### src/rtl/rr_arb_pkg.sv
// Shared types and helpers for the round-robin select arbiter.
// Optional grant timeout is enabled by defining RR_ARB_TIMEOUT_EN.
package rr_arb_pkg;

  typedef enum logic {
    ST_IDLE,
    ST_GRANT
  } arb_state_e;

  // Width of a counter that must hold 0 .. t-1 (never narrower than 1 bit).
  function automatic int unsigned cnt_width(input int unsigned t);
    return (t > 1) ? $clog2(t) : 1;
  endfunction

endpackage

### src/rtl/rr_sel_arbiter_pick.sv
// Circular priority encoder: first set request at or after ptr, wrapping
// modulo OUTS. Purely combinational.
module rr_pick #(
  parameter int WIDTH = 2,
  parameter int OUTS  = 4
) (
  input  logic [OUTS-1:0]  req,
  input  logic [WIDTH-1:0] ptr,
  output logic             found,
  output logic [WIDTH-1:0] idx
);

  // Two linear passes instead of a modulo rotate: the first only accepts
  // indices at or above ptr, the second takes the lowest index overall,
  // which is exactly the wrapped-around winner when the first pass misses.
  always_comb begin
    found = 1'b0;
    idx   = '0;
    for (int unsigned i = 0; i < OUTS; i++) begin
      if (!found && req[i] && (i >= 32'(ptr))) begin
        found = 1'b1;
        idx   = WIDTH'(i);
      end
    end
    for (int unsigned i = 0; i < OUTS; i++) begin
      if (!found && req[i]) begin
        found = 1'b1;
        idx   = WIDTH'(i);
      end
    end
  end

endmodule

### src/rtl/rr_sel_arbiter.sv
// Round-robin arbiter producing a binary select plus enable for a downstream
// decoder. Grants are held until the grantee asserts done; one idle bubble
// separates consecutive grants.
// Define RR_ARB_TIMEOUT_EN to force-release a grant after TIMEOUT cycles.
module rr_sel_arbiter
  import rr_arb_pkg::*;
#(
  parameter int WIDTH   = 2,
  parameter int OUTS    = 4,
  parameter int TIMEOUT = 15
) (
  input  logic             clk,
  input  logic             rst_n,
  input  logic [OUTS-1:0]  req,
  input  logic             done,
  output logic [WIDTH-1:0] sel,
  output logic             enable,
  output logic             timeout
);

  if (OUTS < 1 || OUTS > (1 << WIDTH)) begin : g_bad_outs
    $fatal(1, "rr_sel_arbiter: OUTS must be in 1 .. 2**WIDTH");
  end
  if (TIMEOUT < 1) begin : g_bad_timeout
    $fatal(1, "rr_sel_arbiter: TIMEOUT must be at least 1");
  end

  localparam logic [WIDTH-1:0] LAST_IDX = WIDTH'(OUTS - 1);

`ifdef RR_ARB_TIMEOUT_EN
  localparam int unsigned CW = cnt_width(TIMEOUT);
  localparam logic [CW-1:0] CNT_LAST = CW'(TIMEOUT - 1);
  logic [CW-1:0] cnt_q;
  logic          timeout_q;
`endif

  arb_state_e       state_q;
  logic [WIDTH-1:0] sel_q;
  logic             enable_q;
  logic [WIDTH-1:0] ptr_q;
  logic [WIDTH-1:0] ptr_d;
  logic             found;
  logic [WIDTH-1:0] pick_idx;

  rr_pick #(
    .WIDTH(WIDTH),
    .OUTS (OUTS)
  ) u_pick (
    .req  (req),
    .ptr  (ptr_q),
    .found(found),
    .idx  (pick_idx)
  );

  // Pointer for the next search: one past the current grantee, wrapping at OUTS.
  always_comb begin
    ptr_d = (sel_q == LAST_IDX) ? '0 : sel_q + 1'b1;
  end

  // Arbitration FSM with registered sel/enable/timeout and optional hold counter.
  always_ff @(posedge clk or negedge rst_n) begin
    if (!rst_n) begin
      state_q   <= ST_IDLE;
      sel_q     <= '0;
      enable_q  <= 1'b0;
      ptr_q     <= '0;
`ifdef RR_ARB_TIMEOUT_EN
      cnt_q     <= '0;
      timeout_q <= 1'b0;
`endif
    end else begin
`ifdef RR_ARB_TIMEOUT_EN
      timeout_q <= 1'b0;
`endif
      case (state_q)
        ST_IDLE: begin
          if (found) begin
            sel_q    <= pick_idx;
            enable_q <= 1'b1;
            state_q  <= ST_GRANT;
`ifdef RR_ARB_TIMEOUT_EN
            cnt_q    <= '0;
`endif
          end
        end
        ST_GRANT: begin
          if (done) begin
            enable_q <= 1'b0;
            ptr_q    <= ptr_d;
            state_q  <= ST_IDLE;
          end
`ifdef RR_ARB_TIMEOUT_EN
          else if (cnt_q == CNT_LAST) begin
            enable_q  <= 1'b0;
            ptr_q     <= ptr_d;
            state_q   <= ST_IDLE;
            timeout_q <= 1'b1;
          end else begin
            cnt_q <= cnt_q + 1'b1;
          end
`endif
        end
        default: begin
          state_q  <= ST_IDLE;
          enable_q <= 1'b0;
        end
      endcase
    end
  end

  assign sel    = sel_q;
  assign enable = enable_q;
`ifdef RR_ARB_TIMEOUT_EN
  assign timeout = timeout_q;
`else
  assign timeout = 1'b0;
`endif

endmodule

### config.mk
export PLATFORM = sky130hd
export DESIGN_NAME = rr_sel_arbiter
export DESIGN_NICKNAME = d
export VERILOG_FILES = /design/src/rtl/rr_arb_pkg.sv /design/src/rtl/rr_sel_arbiter_pick.sv /design/src/rtl/rr_sel_arbiter.sv
export SDC_FILE = /design/constraint.sdc
export NUM_CORES = 1
export LEC_CHECK = 0
export BUFFER_PORTS_ARGS = -buffer_cell sky130_fd_sc_hd__buf_4
export CORE_AREA = 2 2 39 41
export DETAILED_ROUTE_END_ITERATION = 10
export DIE_AREA = 0 0 41 43
export GPL_ROUTABILITY_DRIVEN = 0
export SLEW_MARGIN = 20
export SYNTH_ARGS = -nofsm -noshare
export SYNTH_HDL_FRONTEND = slang
export SYNTH_SLANG_ARGS = --single-unit
### constraint.sdc
create_clock -name clk -period 1.3 [get_ports clk]
set_input_delay 0.065 -clock clk [delete_from_list [all_inputs] [get_ports clk]]
set_output_delay 0.065 -clock clk [all_outputs]
set_load 0.02 [all_outputs]
==> impl_results.md <==
* Die width at 41 um
* Clk slew on worst S/H paths at 0.04 ns
* Via density at 4.836
* Ys async rst share at 1.000
* # rows at 14
* Iter 0 DRT Violations at 2
* RSZ-0062 raised after global routing: no
* CTS tree: done
* Worst skew pair latency at 0.24 ns
* Startpoint Class: register
* Clock Sinks at 6
* Final #Nets at 55
* WL per Instance at 10.59 um
* FF+latch count, synth at 6
* Syn_nets at 42
* Port Buf Inserts at 9
* Fmax achieved at 0.9147 GHz
* Synth Instances at 34
* Mapped cell area at 357.8 sq um
* Critical path arrival at 1.23 ns
* Seq/Total Area, Yosys at 0.4196
* Dpl cells at 57
* Yosys top cell by area: dfrtp_1
* Core area at 1384 sq um
* Critical path's slowest cell: dfrtp_1
* Die Y at 43 um
* Root Buffer: clkbuf_4
* Max Clock Skew at 0.001322 ns
* ANT cells at 0
* Largest stage delay on the critical path at 0.42 ns
* Crit path required time at 1.44 ns
* Setup bufs post-CTS at 0
* Sequence of cells on the critical path: mux2i_1 -> o22ai_1 -> o41ai_2
* Num CTS Buffers at 3
* Final setup fails at 0
* Largest net degree at the start of global routing at 8
* DRT Wirelength at 646 um
* Critical path class: reg -> reg
* Min Clock Period, post-route at 1.093 ns
* Status: completed
* Commonest cells post-synth: dfrtp_1 (6), nor2_1 (3), o22ai_1 (3)
* First-pass GRT wire length at 1062 um
* Drt drc at 0
* Max-cap violations at 0
* Total GRT Usage at 0.09533
* Top-level I/O count at 11
* Total grt overflow at 0
* Synth area leaders: dfrtp_1 (42%), nor4_4 (5.9%), mux2i_1 (5.6%)
* DR vias at 295
* H-tree depth at 1
* Type of the most critical hold path: in -> reg
* CP endpoint kind: register
* ANT nets after route at 0
* Final setup TNS at 0 ns
* Unique masters post-synth at 23
* Number of global-route vias before repair at 269
* Ys Warns at 0
* Fin. Hold Viols at 0
* Hold Path Depth at 2
* Most common cell in the netlist: dfrtp_1
* Synth top area share at 0.4196
* Die ar. at 1763 sq um
* Total iterations of the first detailed-routing run at 2
* Slew Limit Fails at 0
* Initial antenna violation count at 0
* Post-route insts no fill at 61
* Avg Inst Size Synth at 10.52 sq um
* Critical path peak fanout at 6
* Post-synth EDFFs at 0
* Pleak at 0.2176 nW
* Worst vdd ir at 0.5350 mV
* Longest Clk Path Bufs at 2
* Ys flop type: dfrtp_1
* Initial Util at 0.2586
* Reg2reg path depth at 3
* Share of layout cells above drive strength 1 at 0.3333
* Fin crit share at 0.8410
* DPL Wire Length at 515.9 um
* Area Growth Syn to Fin at 30.07%
* Pwr dens at 1548 nW/um^2
-- repair_timing --
| action | CTS | global route |
|---|---|---|
| resized for setup | 0 | 0 |
| hold buffers | 1 | 0 |
| hold endpoints to repair | 6 | 0 |
-- critical path, delay by kind of cell, from the launching register on --
family	cells	cell delay (ns)
compound gates	2	0.37
mux	1	0.21
flops	1	0.42
-- kinds of logic after synthesis --
family	synth area share
AOI/OAI and AO/OA	0.2133
muxes	0.08741
DFF	0.4196
buffers and inverters	0.04544
adders and majority gates	0.03496
other	0.01048
and+or+nand+nor	0.1889
-- sequential cells by signal, summed over array words and instances, names as in the netlist --
name and flops:
ptr_q 2, sel 2, enable 1, state_q 1
-- layout make-up --
type	instances	area [sq um]
inverter	1	3.754
clock buffer	3	22.52
tap	16	20.02
multi-input combinational	25	191.4
sequential	6	150.1
timing repair buffer	10	77.57
fill	145	918.4
-- routing by layer --
layer | track usage | up-vias | routed length (um)
li1 | - | 146 | -
met1 | 0.1063 | 138 | 270
met2 | 0.1281 | 7 | 324
met3 | 0.02094 | 4 | 29
met4 | 0.1133 | 0 | 21
met5 | 0 | - | 0
-- where the power goes --
group / switching (mW) / total [mW] / internal [mW]
registers: 0.0625 / 0.307 / 0.244
clock network: 0.0580 / 0.162 / 0.104
logic: 0.116 / 0.252 / 0.136
-- placed cells by master (no fill, tap or decap), types with 2 or more instances in the layout --
master / Yosys / final
mux2i_1: 2 / 2
nand2_1: 2 / 2
dfrtp_1: 6 / 6
nor2_1: 3 / 3
clkbuf_4: 0 / 3
o22ai_1: 3 / 3
buf_4: 1 / 9
-- metrics by stage --
stage | hold slack, ns | setup slack [ns] | total power, mW | utilization | area, sq um
after detailed placement | -0.1261 | 0.2024 | 0.5621 | 0.3128 | 432.9
after floorplan | -0.2306 | 0.1703 | 0.4666 | - | 357.8
after global routing | 0.02505 | 0.1342 | 0.7747 | 0.3363 | 465.4
final | 0.02464 | 0.2067 | 0.7204 | 0.3363 | 465.4
after CTS | 0.01462 | 0.1993 | 0.7378 | 0.3363 | 465.4
after global placement | -0.1262 | 0.2195 | 0.5629 | 0.3128 | 432.9
-- path summary, 6_finish.rpt --
path | end | from | slack (ns)
worst min register to register | ptr_q[0]$_DFFE_PN0P_ | sel[0]$_DFFE_PN0P_ | 0.53
min in group asynchronous | state_q$_DFF_PN0_ | rst_n | 0.18
worst max register to register | sel[0]$_DFFE_PN0P_ | ptr_q[1]$_DFFE_PN0P_ | 0.21
worst min-delay path | state_q$_DFF_PN0_ | done | 0.02
max in group asynchronous | sel[1]$_DFFE_PN0P_ | rst_n | 1.01
worst max-delay path | sel[0]$_DFFE_PN0P_ | ptr_q[1]$_DFFE_PN0P_ | 0.21
No activity file was read; power rests on OpenSTA's default activity.
